--- src/rtl/amba3_axi_wr_arbiter.sv ---
`default_nettype none
// ============================================================================
// Module   : amba3_axi_wr_arbiter
// Brief    : Round-robin AXI3 write-path arbiter (AW/W/B) for NUM_MST requesters.
// Revision : 1.0 - initial release
// ============================================================================
module amba3_axi_wr_arbiter #(
  parameter int NUM_MST    = 2,
  parameter int TXID_SIZE  = 4,
  parameter int ADDR_SIZE  = 32,
  parameter int DATA_SIZE  = 32,
  parameter int FIFO_DEPTH = 4,
  localparam int MIDX      = $clog2(NUM_MST),
  localparam int STRB_SIZE = DATA_SIZE / 8,
  localparam int CTRL_SIZE = ADDR_SIZE + 18,
  localparam int IDW       = TXID_SIZE + MIDX
) (
  input  logic                           aclk,
  input  logic                           areset,
  input  logic [NUM_MST*TXID_SIZE-1:0]   s_awid,
  input  logic [NUM_MST*CTRL_SIZE-1:0]   s_awctrl,
  input  logic [NUM_MST-1:0]             s_awvalid,
  output logic [NUM_MST-1:0]             s_awready,
  input  logic [NUM_MST*DATA_SIZE-1:0]   s_wdata,
  input  logic [NUM_MST*STRB_SIZE-1:0]   s_wstrb,
  input  logic [NUM_MST-1:0]             s_wlast,
  input  logic [NUM_MST-1:0]             s_wvalid,
  output logic [NUM_MST-1:0]             s_wready,
  output logic [TXID_SIZE-1:0]           s_bid,
  output logic [1:0]                     s_bresp,
  output logic [NUM_MST-1:0]             s_bvalid,
  input  logic [NUM_MST-1:0]             s_bready,
  output logic [IDW-1:0]                 m_awid,
  output logic [CTRL_SIZE-1:0]           m_awctrl,
  output logic                           m_awvalid,
  input  logic                           m_awready,
  output logic [IDW-1:0]                 m_wid,
  output logic [DATA_SIZE-1:0]           m_wdata,
  output logic [STRB_SIZE-1:0]           m_wstrb,
  output logic                           m_wlast,
  output logic                           m_wvalid,
  input  logic                           m_wready,
  input  logic [IDW-1:0]                 m_bid,
  input  logic [1:0]                     m_bresp,
  input  logic                           m_bvalid,
  output logic                           m_bready
);

  localparam int PTR_W = (FIFO_DEPTH > 1) ? $clog2(FIFO_DEPTH) : 1;
  localparam logic [MIDX:0]  c_num_mst = (MIDX+1)'(NUM_MST);
  localparam logic [PTR_W:0] c_depth   = (PTR_W+1)'(FIFO_DEPTH);

  typedef enum logic [0:0] {
    IDLE = 1'b0,
    HOLD = 1'b1
  } state_t;

  state_t                 r_state;
  state_t                 w_state_nxt;
  logic [MIDX-1:0]        r_last_grant;
  logic [MIDX-1:0]        r_grant;
  logic [MIDX-1:0]        w_winner;
  logic [MIDX:0]          w_cand;
  logic                   w_found;
  logic                   w_aw_accept;
  logic [IDW-1:0]         r_m_awid;
  logic [CTRL_SIZE-1:0]   r_m_awctrl;

  logic [IDW-1:0]         r_fifo [FIFO_DEPTH];
  logic [PTR_W-1:0]       r_wr_ptr;
  logic [PTR_W-1:0]       r_rd_ptr;
  logic [PTR_W:0]         r_count;
  logic                   w_full;
  logic                   w_empty;
  logic                   w_pop;
  logic [IDW-1:0]         w_head;
  logic [MIDX-1:0]        w_head_idx;

  logic [TXID_SIZE-1:0]   w_awid_arr  [NUM_MST];
  logic [CTRL_SIZE-1:0]   w_awctrl_arr[NUM_MST];
  logic [DATA_SIZE-1:0]   w_wdata_arr [NUM_MST];
  logic [STRB_SIZE-1:0]   w_wstrb_arr [NUM_MST];

  logic [MIDX-1:0]        w_bsel;
  logic                   w_bsel_ok;

  generate
    for (genvar i = 0; i < NUM_MST; i++) begin : g_unpack
      assign w_awid_arr[i]   = s_awid[i*TXID_SIZE +: TXID_SIZE];
      assign w_awctrl_arr[i] = s_awctrl[i*CTRL_SIZE +: CTRL_SIZE];
      assign w_wdata_arr[i]  = s_wdata[i*DATA_SIZE +: DATA_SIZE];
      assign w_wstrb_arr[i]  = s_wstrb[i*STRB_SIZE +: STRB_SIZE];
    end
  endgenerate

  // Descending scan so the requester closest after last_grant wins.
  always_comb begin
    w_found  = 1'b0;
    w_winner = '0;
    w_cand   = '0;
    for (int k = NUM_MST - 1; k >= 0; k--) begin
      w_cand = {1'b0, r_last_grant} + (MIDX+1)'(k + 1);
      if (w_cand >= c_num_mst) begin
        w_cand = w_cand - c_num_mst;
      end
      if (s_awvalid[w_cand[MIDX-1:0]]) begin
        w_found  = 1'b1;
        w_winner = w_cand[MIDX-1:0];
      end
    end
  end

  assign w_full      = (r_count == c_depth);
  assign w_empty     = (r_count == '0);
  assign w_aw_accept = !areset && (r_state == IDLE) && w_found && !w_full;

  always_comb begin
    w_state_nxt = r_state;
    s_awready   = '0;
    case (r_state)
      IDLE: begin
        if (w_aw_accept) begin
          s_awready[w_winner] = 1'b1;
          w_state_nxt         = HOLD;
        end
      end
      HOLD: begin
        if (m_awready) begin
          w_state_nxt = IDLE;
        end
      end
      default: w_state_nxt = IDLE;
    endcase
  end

  always_ff @(posedge aclk) begin
    if (areset) begin
      r_state      <= IDLE;
      r_last_grant <= MIDX'(NUM_MST - 1);
      r_grant      <= '0;
      r_m_awid     <= '0;
      r_m_awctrl   <= '0;
    end else begin
      r_state <= w_state_nxt;
      if (w_aw_accept) begin
        r_grant    <= w_winner;
        r_m_awid   <= {w_winner, w_awid_arr[w_winner]};
        r_m_awctrl <= w_awctrl_arr[w_winner];
      end
      if ((r_state == HOLD) && m_awready) begin
        r_last_grant <= r_grant;
      end
    end
  end

  assign m_awvalid = (r_state == HOLD);
  assign m_awid    = r_m_awid;
  assign m_awctrl  = r_m_awctrl;

  // Ordering FIFO: one {index, id} entry per accepted AW, popped on wlast.
  always_ff @(posedge aclk) begin
    if (w_aw_accept) begin
      r_fifo[r_wr_ptr] <= {w_winner, w_awid_arr[w_winner]};
    end
  end

  always_ff @(posedge aclk) begin
    if (areset) begin
      r_wr_ptr <= '0;
      r_rd_ptr <= '0;
      r_count  <= '0;
    end else begin
      if (w_aw_accept) begin
        r_wr_ptr <= r_wr_ptr + 1'b1;
      end
      if (w_pop) begin
        r_rd_ptr <= r_rd_ptr + 1'b1;
      end
      case ({w_aw_accept, w_pop})
        2'b10:   r_count <= r_count + 1'b1;
        2'b01:   r_count <= r_count - 1'b1;
        default: r_count <= r_count;
      endcase
    end
  end

  assign w_head     = r_fifo[r_rd_ptr];
  assign w_head_idx = w_head[IDW-1:TXID_SIZE];

  always_comb begin
    m_wvalid = 1'b0;
    m_wid    = '0;
    m_wdata  = '0;
    m_wstrb  = '0;
    m_wlast  = 1'b0;
    s_wready = '0;
    if (!w_empty) begin
      m_wvalid             = s_wvalid[w_head_idx];
      m_wid                = w_head;
      m_wdata              = w_wdata_arr[w_head_idx];
      m_wstrb              = w_wstrb_arr[w_head_idx];
      m_wlast              = s_wlast[w_head_idx];
      s_wready[w_head_idx] = m_wready;
    end
  end

  assign w_pop = !w_empty && m_wvalid && m_wready && m_wlast;

  // Responses carrying an out-of-range index are sunk so the slave never stalls.
  assign w_bsel    = m_bid[IDW-1:TXID_SIZE];
  assign w_bsel_ok = ({1'b0, w_bsel} < c_num_mst);
  assign m_bready  = w_bsel_ok ? s_bready[w_bsel] : 1'b1;
  assign s_bid     = m_bid[TXID_SIZE-1:0];
  assign s_bresp   = m_bresp;

  generate
    for (genvar i = 0; i < NUM_MST; i++) begin : g_bvalid
      assign s_bvalid[i] = m_bvalid && w_bsel_ok && (w_bsel == MIDX'(i));
    end
  endgenerate

endmodule
`default_nettype wire
--- config.mk ---
export PLATFORM = sky130hd
export DESIGN_NAME = amba3_axi_wr_arbiter
export DESIGN_NICKNAME = d
export VERILOG_FILES = /design/src/rtl/amba3_axi_wr_arbiter.sv
export SDC_FILE = /design/constraint.sdc
export NUM_CORES = 1
export LEC_CHECK = 0
export CAP_MARGIN = 10
export CORE_MARGIN = 4
export CORE_UTILIZATION = 32
export DETAILED_ROUTE_END_ITERATION = 8
export GPL_TIMING_DRIVEN = 1
export PLACE_DENSITY = 0.84
export SYNTH_ARGS = -nofsm -noshare
export SYNTH_HDL_FRONTEND = slang
export SYNTH_SLANG_ARGS = --single-unit
--- constraint.sdc ---
create_clock -name aclk -period 2.9 [get_ports aclk]
set_input_delay 0.87 -clock aclk [delete_from_list [all_inputs] [get_ports aclk]]
set_output_delay 0.87 -clock aclk [all_outputs]
set_load 0.02 [all_outputs]
After elaboration in Yosys (flattened, before gate mapping) --
Memory sizes are Yosys's and may differ from the RTL's. A register that Yosys moved wholly into a read port is not among the register bits. Index checks and enable logic that the tools add are counted.
Word-level totals: RAM bits 20, flip-flop bits (word level) 65, input bits 200, output and inout bits 112, logic and storage cells 99, memories 1
Operators by class: bitwise gates (word level) 5, add/sub/neg operators 8, $lt $le $gt $ge 11, eq/ne operators 3, multiplexer cells 47, reduce and logical (&&, ||, !) cells 16
Memory list:
- r_fifo | depth 4, bits a word 5, read ports 1, clocked after Yosys merged registers in 1, wr ports 1, line 69 | logic [IDW-1:0] r_fifo [FIFO_DEPTH];
Operators by type and width (number):
- $mux W50 | 3
- $mux W32 | 4
- $mux W4 | 7
- $mux W1 | 23
- $logic_and A1 B1 Y1 | 11
- $lt A1 B2 Y1 const B | 5
- $mux W2 | 5
- $ge A2 B2 Y1 const B | 4
- $pmux W3 S2 | 1
- $mux W5 | 1
- $add A2 B1 Y2 const B | 2
- $not A1 Y2 | 2
- $add A3 B1 Y3 const B | 1
- $eq A3 B3 Y1 const B | 1
- $logic_not A1 Y1 | 3
- $logic_not A3 Y1 | 1
- $sub A3 B1 Y3 const B | 1
- $add A1 B1 Y2 const B | 1
- $add A1 B2 Y2 const B | 1
- $and A2 B2 Y2 | 1
- $demux W1 S1 | 2
- $eq A2 B1 Y1 const B | 1
- $eq A2 B2 Y1 const B | 1
- $ge A1 B1 Y1 const B | 2
- 4 further kinds | 6

Longest topological paths before layout --
Gate-level depths: netlist (run 1).
word-level depth 13, gate-level depth with buffers 9, depth with buffers taken out 8

Worst setup path before layout (run 1) --
Ideal clock, no wire load.
path type input to register, start point input s_awvalid[0], end point register r_count[2], required time 2.830 ns, setup slack -0.118 ns, buffers on the path 1, arrival 2.948 ns, library setup time 0.070 ns, stages 9, cells stage by stage nor2_1 a2111oi_2 buf_2 clkinv_1 ha_1 fa_1 xnor2_1 or3_1 a21oi_1
Between the ends: cells in the longest elaborated chain, start to end 8
Ends and longest elaborated chain:
- start: declaration | line 22 | input logic [NUM_MST-1:0] s_awvalid,
- $mux W1 (not written as such) (2 in a row) | line 106 | if (s_awvalid[w_cand[MIDX-1:0]]) begin
- $mux W1 | line 106
- $mux W1 (*) | line 106
- $logic_and A1 B1 Y1 (*) (2 in a row) | line 115 | assign w_aw_accept = !areset && (r_state == IDLE) && w_found && !w_full;
- $eq A2 B1 Y1 / $eq A2 B2 Y1 (equally long branches) | line 179 | case ({w_aw_accept, w_pop})
- $pmux W3 S2 / $reduce_bool A2 Y1 (equally long branches)
- end signal: assignment | line 180 | 2'b10: r_count <= r_count + 1'b1;
- end signal: assignment | line 181 | 2'b01: r_count <= r_count - 1'b1;
- end signal: assignment | line 182 | default: r_count <= r_count;
- end: declaration | line 72 | logic [PTR_W:0] r_count;
Every way passes the cells marked *; elsewhere a longest branch is shown, timed or not. The select of a mux whose other input is x is not followed. A chain may end at the register's enable or synchronous reset.

Worst setup path after layout (run 1) --
start point input m_bid[4], end point output m_bready
Between the ends: cells in the longest elaborated chain, start to end 2
Ends and longest elaborated chain:
- start: declaration | line 43 | input logic [IDW-1:0] m_bid,
- $mux W1 (not written as such) (2 in a row) | line 212 | assign m_bready = w_bsel_ok ? s_bready[w_bsel] : 1'b1;
- end: declaration | line 46 | output logic m_bready
No other way between the ends. The select of a mux whose other input is x is not followed.

==> results of run 1 <==
## per-layer routing
layer / share of wire / track usage / vias to the layer above
met5: 0 / 0 / -
met4: 0.019 / 0.05996 / 0
met3: 0.10 / 0.08019 / 14
met2: 0.54 / 0.3429 / 192
met1: 0.34 / 0.1714 / 1971
li1: - / - / 2257
## cell families after synthesis
group                      after synthesis
and+or+nand+nor                        173
AOI/OAI and AO/OA                       97
DFF                                     86
muxes                                   68
buffers and inverters                   50
adders and majority gates                6
xor gates and xnor gates                 3
## cell type report
type	instances	area [µm²]
inverters	4	16.27
diodes	2	5.005
repair buffers	322	3131
multi-input cells	347	2242
well taps	176	220.2
clock inverters	6	70.07
clock buffers	10	229.0
flip-flops and latches	86	1923
fillers	1177	5459
## state kept, by name, indices dropped and copies added (netlist names), 2 cells and up, named ones only
register / cells
r_wr_ptr: 2
r_count: 3
m_awctrl: 50
r_fifo: 20
r_rd_ptr: 2
m_awid: 4
## through the flow
| step | setup WS [ns] | power [mW] | instances | hold slack, ns | util |
|---|---|---|---|---|---|
| after global placement | -0.6790 | 2.744 | 931 | 0.4665 | 0.5685 |
| after global routing | 0.0007498 | 4.002 | 953 | 0.5137 | 0.5894 |
| after detailed placement | -0.6960 | 2.763 | 931 | 0.4774 | 0.5685 |
| after floorplan | 0.003552 | 2.038 | 483 | 0.4496 | - |
| final | 0.02920 | 3.805 | 953 | 0.4859 | 0.5894 |
| after CTS | 0.001254 | 3.848 | 949 | 0.4880 | 0.5871 |
## path summary, 6_finish.rpt
path | startpoint | cells past startpoint | slack [ns] | to
setup / recovery | m_bid[4] | 3 | 0.03 | m_bready
hold / removal | r_grant$_SDFFE_PP0P_ | 2 | 0.49 | r_grant$_SDFFE_PP0P_
setup reg to reg | r_fifo[0][4]$_DFFE_PP_ | 9 | 0.29 | r_count[2]$_SDFFE_PP0P_
hold reg to reg | r_grant$_SDFFE_PP0P_ | 2 | 0.49 | r_grant$_SDFFE_PP0P_
## timing repair
action / CTS / global route
hold buffers: 0 / 0
pin swaps: 2 / 2
gates resized for setup: 58 / 17
buffers inserted: 2 / 2
setup endpoints to repair: 50 / 53
## cell usage in the layout (no fill, tap or decap), types with 19 or more instances in the layout
master                              n
sky130_fd_sc_hd__mux2i_1           53
sky130_fd_sc_hd__buf_4             19
sky130_fd_sc_hd__dfxtp_1           65
sky130_fd_sc_hd__nor2_1            68
sky130_fd_sc_hd__nand2_1           82
sky130_fd_sc_hd__a21oi_1           42
sky130_fd_sc_hd__clkdlybuf4s50_1  246
sky130_fd_sc_hd__a211oi_1          50
sky130_fd_sc_hd__edfxtp_1          20
sky130_fd_sc_hd__dlygate4sd2_1     42
## power breakdown
| group | total [mW] | leakage [nW] | internal [mW] | switching (mW) |
|---|---|---|---|---|
| registers | 1.38 | 0.728 | 1.32 | 0.0536 |
| logic | 1.29 | 2.27 | 0.649 | 0.639 |
| clock network | 1.14 | 0.143 | 0.675 | 0.467 |
| total | 3.81 | 3.14 | 2.65 | 1.16 |
## critical path, delay by kind of cell
family                 cells  cell delay (ns)
buffers and inverters      2             0.78
muxes                      1             0.35
==> summary by stage, run 1 <==
Outcome
The run finished with clean final reports.

Run
The number of maximum-capacitance constraint violations is 0.

CTS
The clock latency on the worst-skew pair is 0.33 ns. The clock transition time at the flip-flop clock pins of the worst setup and hold paths is roughly 0.060 ns. TritonCTS built the clock tree. Counting every sink on the clock net gives 86. The root cell of the clock tree is sky130_fd_sc_hd__clkbuf_16. CTS built an H-tree with a depth of 3. Clock tree synthesis inserted a total of 9 buffers. The clock passes through at most 2 buffers.

Setup path
In this design, the stage delay of the slowest critical-path cell is approximately 0.48 ns. For the worst setup path, the data required time is between 2 and 2.5 ns. Traced cell by cell, the critical path runs through clkdlybuf4s50_1 > mux2_2 > clkdlybuf4s15_1. STA classifies the critical path endpoint as an output pin. Among all stages on the critical path, the largest delay is contributed by sky130_fd_sc_hd__clkdlybuf4s50_1. The biggest fanout along the worst timing path is 2. The worst setup path is of the in -> out kind. The data arrival time of the critical path is about 2 ns.

STA classifies the critical path startpoint as an input port.

Floorplanning
From left edge to right edge, the die measures 124.8 µm. The die covers about 16000 µm². The number of core rows is 42. Pin placement for this block handled around 310 I/O pins. The initial utilization of the core area, before any placement, comes to 0.3281. The die is between 100 and 150 µm tall.

After floorplanning, the core was sized to cover between 10000 and 15000 µm².

Synthesis
By area, the combinational part of the netlist is dominated by multiplexers. The total nets after synthesis is just under 700. Of the synthesized area, sequential elements account for 0.4406. The synthesized design contains 20 enable-type register cells. Of the post-synthesis cell area, the part taken by muxes is 0.1741. The biggest area consumer among synthesized cells is sky130_fd_sc_hd__dfxtp_1. Counting flops with an async set or reset pin after synthesis yields a share of 0. The unique cell type count in the Yosys netlist is 32.

The synthesized-area fraction occupied by ao, oa, aoi and oai cells is 0.1446. The basic-gate share of the synthesized area counting and, or, nand and nor cells is 0.1615. After synthesis, the cell types taking the most area are sky130_fd_sc_hd__dfxtp_1 (30%), sky130_fd_sc_hd__edfxtp_1 (14%), sky130_fd_sc_hd__mux2i_1 (12%). The instance count of the mapped netlist is ~480. For this run, the leading register cell type out of synthesis is sky130_fd_sc_hd__dfxtp_1. The fraction of synthesized cell area taken by the top area cell type is 0.3029. The fraction of the mapped netlist area in adder cells is 0.01893.

The number of warnings reported in the yosys synthesis log is 0. The dominant cell by count in the synthesized netlist is sky130_fd_sc_hd__nand2_1. The synthesis-stage register bit count is between 80 and 90.

Of the total synthesized cell area, the portion taken by XOR and XNOR cells is 0.006024. After synthesis, the mean cell area works out to approximately 9.0 µm². The commonest cells after synthesis are sky130_fd_sc_hd__nand2_1 (82), sky130_fd_sc_hd__nor2_1 (69), sky130_fd_sc_hd__dfxtp_1 (66).

In this run the cell area of the synthesized design comes to between 4000 and 5000 µm².

Min path
The path class of the tightest hold or removal check is reg -> reg.

GRT
The initial antenna violation count is 2. The overall fraction of global-route tracks in use is 0.1805. The remaining global-route overflow is 0. The global-route wire length before repair is about 23 mm. The via count of the first global-routing pass came to ~4400. Entering global routing, the biggest net connects between 90 and 100 pins.

STA
Setup repair after global routing left no endpoint under its margin. For the pin with the worst max-slew slack, the measured transition is 0.8341 ns. The time the final worst path needs with I/O delays and setup is 2.871 ns.

Of the available clock period, the critical path in the final layout requires 0.9899. The sum of negative setup slack is 0 ns. For this run, the top clock speed supported by timing is roughly 350 MHz. The final setup skew is about 0.0094 ns. The count of pins over their slew limit came to 0. The final-report hold violation count is 0. The final count of negative-setup-slack endpoints is 0.

The worst pin sits at a relative slew slack of 0.4439.

Placement
Detailed placement ended at an HPWL of approximately 12 mm. In this run the cell area measured after placement is approximately 7600 µm². The congestion estimate from routability-driven global placement came to about 0.84. The number of buffer cells added on primary ports is 299.

Final layout
The proportion of layout cells with a drive suffix above 1 is 0.08774. The area growth from synthesis to layout is 79.66%. The cell area after layout is 7836 µm². At the end of the flow, the number of nets in the layout was a little under 1000.

Drt
In the routed design, unresolved DRC markers number 0. In the final routed layout, each cell accounts on average for between 15 and 20 µm. The detail route stage leaves a number of antenna-violating nets equal to 0. The count of vias placed by the detailed router is approximately 4400. The starting DRC count in detailed routing is 122.

The number of iterations in the first detailed-routing pass is 5. The total wire length is ~15 mm. Dividing the detail-routed via count by the number of cells gives around 4.7.

Power
The areal power density over the cells is roughly 490 nW/µm². The cell leakage power is roughly 3.1 nW. Across the VDD grid, the largest voltage drop is 263.4 µV.
(Power assumes the default switching activity.)
==> inputs of run 2 (changes only) <==
Settings changed: CORE_ASPECT_RATIO from default to 0.75, CORE_MARGIN 4 to default.
==> summary by stage, run 2 (synthesis gave the netlist of run 1 again) <==
Floorplanning
The die outline area came to 14110 µm² (was 15560 µm²). The starting density of the core is 0.3316 (was 0.3281). The number of core rows is 36 (was 42). The placeable core region came to 13150 µm² (was 13300 µm²).

The height of the die came to 103.1 µm (was 124.8 µm). The I/O pin total is 312 (unchanged). The overall die width is 136.8 µm (was 124.8 µm).

CTS
The number of buffers created by CTS is 9 (unchanged). The number of hold-repair buffers added at the cts stage came to 0 (unchanged). The buffer depth of the longest clock path is 2 (unchanged). The root cell of the clock tree is sky130_fd_sc_hd__clkbuf_16 (unchanged).

The number of H-tree levels is 3 (unchanged). The clock tree from TritonCTS was yes (unchanged). The clock transition time at the flip-flop clock pins of the worst setup and hold paths came to 0.06 ns (about the same). The clock latency on the worst-skew pair is 0.34 ns (was 0.33 ns). The clock sink total was 86 (unchanged).

GRT
The global-route wire length before repair came to 20.78 mm (was 22.63 mm). The remaining global-route overflow is 0 (unchanged). The largest net degree at the start of global routing is 68 (was 91). The initial antenna violation count was 1 (was 2). The overall fraction of global-route tracks in use was 0.1931 (was 0.1805). The via count of the first global-routing pass is 4180 (was 4397).

Power
The areal power density over the cells was 495.9 nW/µm² (was 485.6 nW/µm²). The cell leakage power is 3.136 nW (was 3.143 nW). The highest ir drop seen on vdd was 334.5 µV (was 263.4 µV).

Setup path
The biggest fanout along the worst timing path was 2 (unchanged). The largest stage delay on the critical path came to 0.49 ns (was 0.48 ns). The kind of cell adding the most delay to the critical path is buffers and inverters (unchanged). The type of the worst setup path was in -> out (unchanged). Cells along the critical path: clkdlybuf4s50_1 > mux2_2 > clkdlybuf4s15_1 (unchanged).

The sort of element at the end of the critical path is an output pin (unchanged). The cell type of the slowest stage on the worst timing path is sky130_fd_sc_hd__clkdlybuf4s50_1 (unchanged). The data arrival time of the critical path is 1.97 ns (was 2.00 ns). The sort of element at the start of the critical path is an input port (unchanged). The number of buffer and inverter instances along the worst setup path was 2 (unchanged). The data required time of the critical path is 2.03 ns (about the same).

STA
The highest clock rate is 352.5 MHz (was 348.3 MHz). The worst hold-check slack is 0.4792 ns (was 0.4859 ns). The final count of negative-setup-slack endpoints is 0 (unchanged). The transition at the pin with the smallest max-transition slack is 0.7248 ns (was 0.8341 ns). The final-report hold violation count is 0 (unchanged). The post-route clock period utilization was 0.9781 (was 0.9899). The time the final worst path needs with I/O delays and setup was 2.837 ns (was 2.871 ns). The count of pins over their slew limit came to 0 (unchanged).

The headroom to the max-slew limit was 0.5168 (was 0.4439). The final setup skew is 0.006407 ns (was 0.009407 ns).

Run
The number of maximum-capacitance constraint violations is 0 (unchanged).

Drt
The starting DRC count in detailed routing was 87 (was 122). The number of nets still failing antenna checks after routing is 0 (unchanged). The average detailed-routed wire length per instance came to 14.82 µm (was 15.48 µm). The average via count per standard cell came to 4.682 (was 4.653). The count of vias placed by the detailed router is 4453 (was 4434). The number of iterations in the first detailed-routing pass is 4 (was 5). The total wire length is 14.09 mm (was 14.75 mm). The total DRC errors in the routed layout is 0 (unchanged).

Min path
The type of the worst min-delay path is reg -> reg (unchanged).

Final layout
The most common cell after layout, fill and taps aside is sky130_fd_sc_hd__clkdlybuf4s50_1 (unchanged). The area growth from synthesis to layout is 80.24% (was 79.66%). The number of flip-flops in the largest register is 50 (unchanged). The number of nets in the layout is 980 (was 976).

Leading cell types in the layout, fill and taps excluded: sky130_fd_sc_hd__clkdlybuf4s50_1 (246), sky130_fd_sc_hd__nand2_1 (82), sky130_fd_sc_hd__nor2_1 (68), sky130_fd_sc_hd__dfxtp_1 (65), sky130_fd_sc_hd__mux2i_1 (53) (unchanged). The non-filler instance count after layout is 951 (was 953). The proportion of layout cells with a drive suffix above 1 was 0.1001 (was 0.08774).

The layout filler cell count came to 1160 (was 1177).

Placement
The number of buffer cells added on primary ports is 299 (unchanged). The placer's final routability congestion estimate is 0.7247 (was 0.8429). The count of placed standard cells including taps was 931 (unchanged).

The placed wire-length estimate is 10.91 mm (was 11.76 mm).

Outcome
Run status: complete, no violations (unchanged).
==> run 2: cell count changes in the layout (fill, tap and decap cells not counted), moves of 2 or more <==
| cell | delta |
|---|---|
| sky130_fd_sc_hd__dlygate4sd2_1 | -5 |
| sky130_fd_sc_hd__buf_4 | +4 |
| sky130_fd_sc_hd__clkdlybuf4s15_1 | +3 |
| sky130_fd_sc_hd__buf_2 | +6 |
| sky130_fd_sc_hd__dlymetal6s2s_1 | -2 |
| sky130_fd_sc_hd__clkbuf_2 | -2 |
==> run 2: per-stage QoR <==
stage	setup TNS [ns]	worst slack (ns)	util	power [mW]	instance area, µm²
global placement	-10.92	-0.6051	0.5771	2.744	7590
detailed placement	-12.53	-0.6103	0.5771	2.759	7590
CTS	0	0.009781	0.6002	3.948	7894
global route	-0.001424	-0.001424	0.5977	4.110	7861
finish	0	0.06341	0.5977	3.898	7861
floorplan	0	0.003552	-	2.038	4365
==> run 2: final timing paths <==
path / from / end / slack, ns / depth (start not counted)
worst max register to register: r_fifo[2][4]$_DFFE_PP_ / r_count[1]$_SDFFE_PP0P_ / 0.16 / 9
worst min register to register: r_grant$_SDFFE_PP0P_ / r_grant$_SDFFE_PP0P_ / 0.48 / 2
worst min-delay path: r_grant$_SDFFE_PP0P_ / r_grant$_SDFFE_PP0P_ / 0.48 / 2
worst max-delay path: m_bid[4] / m_bready / 0.06 / 3
==> run 2: area by class of cell <==
type / count / area [µm²] / share of cell area
Timing Repair Buffer: 326 / 3142 / 0.3996
Clock buffer: 9 / 225.2 / 0.02865
Antenna cell: 1 / 2.502 / 0.0003183
Clock inverter: 7 / 97.59 / 0.01241
Multi-Input combinational cell: 347 / 2241 / 0.2851
Sequential cell: 86 / 1923 / 0.2446
Inverter: 4 / 16.27 / 0.002069
Tap cell: 171 / 214.0 / 0.02722
==> run 2: report_power, final <==
part | internal [mW] | leakage [nW] | switching [mW]
clock network | 0.757 | 0.152 | 0.482
logic | 0.653 | 2.26 | 0.631
registers | 1.32 | 0.728 | 0.0532
==> run 2: timing repair <==
item	in CTS	in global routing
setup endpoints to repair	51	21
buffers inserted	3	0
pin swaps	2	0
gates resized for setup	73	19
==> run 2: routing by layer <==
metal	GRT usage	part of all wire
met5	0	0
met4	0.05833	0.017
met3	0.07817	0.098
met2	0.3522	0.51
met1	0.2057	0.38
==> run 2: worst register-to-register path: cells and delay by family (launching register included) <==
family	cells	cell delay, ns
muxes	3	1.04
adders and majority gates	2	0.64
DFF	1	0.40
buffers and inverters	2	0.31
and+or+nand+nor	2	0.21
==> inputs of run 3 (changes only) <==
Settings changed: REMOVE_ABC_BUFFERS from default to 1.
==> summary by stage, run 3 (synthesis gave the netlist of run 1 again) <==
Setup path
The biggest fanout along the worst timing path is 2 (unchanged). The cell count along the critical path is 3 (unchanged). The sort of element at the end of the critical path is an output pin (unchanged).

The startpoint of the worst setup timing path is m_bid[4] (unchanged). The number of buffer and inverter instances along the worst setup path is 2 (unchanged). The type of the worst setup path was in -> out (unchanged). The terminus of the critical flop-to-flop path is r_count[2]$_SDFFE_PP0P_ (was r_count[1]$_SDFFE_PP0P_). The sort of element at the start of the critical path is an input port (unchanged). The setup slack on the worst flop-to-flop path is 0.23 ns (was 0.16 ns). The data arrival time of the critical path is 2.00 ns (was 1.97 ns). The data required time of the critical path is 2.03 ns (about the same). Cells along the critical path: clkdlybuf4s50_1 > mux2_2 > dlygate4sd2_1 (was clkdlybuf4s50_1 > mux2_2 > clkdlybuf4s15_1). The termination of the worst setup path is m_bready (unchanged). The largest stage delay on the critical path is 0.48 ns (was 0.49 ns).

The cell type of the slowest stage on the worst timing path is sky130_fd_sc_hd__clkdlybuf4s50_1 (unchanged). The kind of cell adding the most delay to the critical path is buffers and inverters (unchanged). The number of cells on the worst reg-to-reg path is 9 (unchanged).

Power
The cell leakage power is 3.078 nW (was 3.136 nW). The areal power density over the cells was 486.6 nW/µm² (was 495.9 nW/µm²). The highest ir drop seen on vdd is 301.4 µV (was 334.5 µV). The total power is 3.762 mW (was 3.898 mW).

Floorplanning
The number of core rows came to 36 (unchanged). The I/O pin total is 312 (unchanged). The starting density of the core is 0.3316 (unchanged). The placeable core region came to 13150 µm² (unchanged).

The height of the die came to 103.1 µm (unchanged). The die outline area is 14110 µm² (unchanged). The overall die width is 136.8 µm (unchanged).

STA
The final-report hold violation count came to 0 (unchanged). Setup repair after global routing left no endpoint under its margin. The final setup skew came to 0.009359 ns (was 0.006407 ns). The time the final worst path needs with I/O delays and setup is 2.866 ns (was 2.837 ns). The highest clock rate is 349.0 MHz (was 352.5 MHz). The final count of negative-setup-slack endpoints was 0 (unchanged).

The post-route clock period utilization is 0.9882 (was 0.9781). The headroom to the max-slew limit is 0.5061 (was 0.5168). The count of pins over their slew limit is 0 (unchanged). The post-route worst setup slack is 0.03430 ns (was 0.06341 ns). The transition at the pin with the smallest max-transition slack is 0.7409 ns (was 0.7248 ns).

GRT
The overall fraction of global-route tracks in use is 0.1925 (was 0.1931). The global-route wire length before repair is 20.78 mm (about the same). The largest net degree at the start of global routing is 111 (was 68). The via count of the first global-routing pass is 4150 (was 4180).

The remaining global-route overflow is 0 (unchanged). The initial antenna violation count is 0 (was 1).

Final layout
Leading cell types in the layout, fill and taps excluded: sky130_fd_sc_hd__clkdlybuf4s50_1 (246), sky130_fd_sc_hd__nand2_1 (82), sky130_fd_sc_hd__nor2_1 (69), sky130_fd_sc_hd__dfxtp_1 (65), sky130_fd_sc_hd__mux2i_1 (53) (was sky130_fd_sc_hd__clkdlybuf4s50_1 (246), sky130_fd_sc_hd__nand2_1 (82), sky130_fd_sc_hd__nor2_1 (68), sky130_fd_sc_hd__dfxtp_1 (65), sky130_fd_sc_hd__mux2i_1 (53)). The count of inserted antenna diode cells is 0 (was 1). The layout filler cell count is 1148 (was 1160).

The number of nets in the layout is 972 (was 980). The area growth from synthesis to layout is 77.25% (was 80.24%). The combined flip-flop and latch cell area is 1923 µm² (unchanged).

The proportion of layout cells with a drive suffix above 1 is 0.09598 (was 0.1001). The total area of multi-input combinational cells is 2232 µm² (was 2241 µm²). The most common cell after layout, fill and taps aside is sky130_fd_sc_hd__clkdlybuf4s50_1 (unchanged).

The non-filler instance count after layout is 942 (was 951). The number of flip-flops in the largest register is 50 (unchanged).

Drt
The average via count per standard cell is 4.650 (was 4.682). The count of vias placed by the detailed router came to 4380 (was 4453). The number of iterations in the first detailed-routing pass was 4 (unchanged). The total DRC errors in the routed layout is 0 (unchanged). The starting DRC count in detailed routing is 66 (was 87). The average detailed-routed wire length per instance is 15.26 µm (was 14.82 µm). The number of nets still failing antenna checks after routing is 0 (unchanged).

The total wire length is 14.38 mm (was 14.09 mm).

CTS
The clock latency on the worst-skew pair is 0.33 ns (was 0.34 ns). The post-CTS setup buffer count came to 0 (was 3). The clock transition time at the flip-flop clock pins of the worst setup and hold paths is 0.06 ns (about the same). The number of H-tree levels is 3 (unchanged). The number of buffers created by CTS was 9 (unchanged). The number of hold-repair buffers added at the cts stage is 0 (unchanged). The buffer depth of the longest clock path is 2 (unchanged).

The root cell of the clock tree is sky130_fd_sc_hd__clkbuf_16 (unchanged). The clock tree from TritonCTS was yes (unchanged). The clock sink total is 86 (unchanged).

Outcome
Run status: complete, no violations (unchanged).

Placement
The pre-CTS setup slack is -0.6970 ns (was -0.6103 ns). The placer's final routability congestion estimate came to 0.7548 (was 0.7247). The count of placed standard cells including taps is 926 (was 931).

The placed wire-length estimate came to 11.18 mm (was 10.91 mm). The number of buffer cells added on primary ports is 299 (unchanged).

Min path
The type of the worst min-delay path is reg -> reg (unchanged).

Run
The number of maximum-capacitance constraint violations is 0 (unchanged).
[run 3: changes by cell type in the layout (fill, tap and decap cells not counted), moves of 2 or more]
cell	change
sky130_fd_sc_hd__clkbuf_2	+9
sky130_fd_sc_hd__buf_4	-6
sky130_fd_sc_hd__clkdlybuf4s15_1	-5
sky130_fd_sc_hd__buf_2	-4
sky130_fd_sc_hd__dlygate4sd2_1	-3
sky130_fd_sc_hd__bufinv_16	-2
sky130_fd_sc_hd__clkinv_2	-2
sky130_fd_sc_hd__inv_8	+2
[run 3: timing repair]
item,CTS,global route
pin swaps,2,0
endpoints found under the hold margin,0,0
endpoints found under the setup margin,80,50
cloned,0,0
resized for setup,70,20
[run 3: layer usage]
metal | global-route usage | vias to the layer above | wire length [µm]
met5 | 0 | - | 0
met1 | 0.1963 | 1949 | 5388
met4 | 0.05833 | 0 | 218
met2 | 0.3506 | 174 | 7044
met3 | 0.09243 | 14 | 1727
li1 | - | 2243 | -
[run 3: stage by stage]
| step | hold slack, ns | TNS, ns | area (µm²) | utilization |
|---|---|---|---|---|
| after floorplan | 0.4631 | -525.05 | 4140 | - |
| after global placement | 0.4806 | -33.96 | 7548 | 0.5739 |
| after detailed placement | 0.4793 | -38.06 | 7548 | 0.5739 |
| after CTS | 0.4884 | 0 | 7786 | 0.5920 |
| after global routing | 0.5088 | 0 | 7731 | 0.5878 |
| final | 0.4918 | 0 | 7731 | 0.5878 |
[run 3: layout make-up]
type,count,area share
timing repair buffer,318,0.3955
multi-input combinational,347,0.2887
sequential,86,0.2487
clock buffer,9,0.02913
tap,171,0.02767
clock inverter,7,0.008254
inverter,4,0.001942
[run 3: power breakdown]
part | switching (mW) | internal (mW)
sequential | 0.0532 | 1.32
combinational | 0.640 | 0.639
clock | 0.508 | 0.600
[run 3: worst min-delay path by stage]
| stage | start | cells after the start | slack, ns | to |
|---|---|---|---|---|
| floorplan | r_wr_ptr[1]$_SDFFE_PP0P_ | 2 | 0.46 | r_wr_ptr[1]$_SDFFE_PP0P_ |
| global placement | r_grant$_SDFFE_PP0P_ | 2 | 0.48 | r_grant$_SDFFE_PP0P_ |
| detailed placement | r_grant$_SDFFE_PP0P_ | 2 | 0.48 | r_grant$_SDFFE_PP0P_ |
| CTS | r_grant$_SDFFE_PP0P_ | 2 | 0.49 | r_grant$_SDFFE_PP0P_ |
| global route | r_grant$_SDFFE_PP0P_ | 2 | 0.51 | r_grant$_SDFFE_PP0P_ |
| finish | r_grant$_SDFFE_PP0P_ | 2 | 0.49 | r_grant$_SDFFE_PP0P_ |
[run 3: worst min-delay path, cell delays in order, from the launching register on]
cell                      delay (ns)
sky130_fd_sc_hd__dfxtp_1        0.33
sky130_fd_sc_hd__nand2_1        0.06
sky130_fd_sc_hd__a21oi_1        0.06
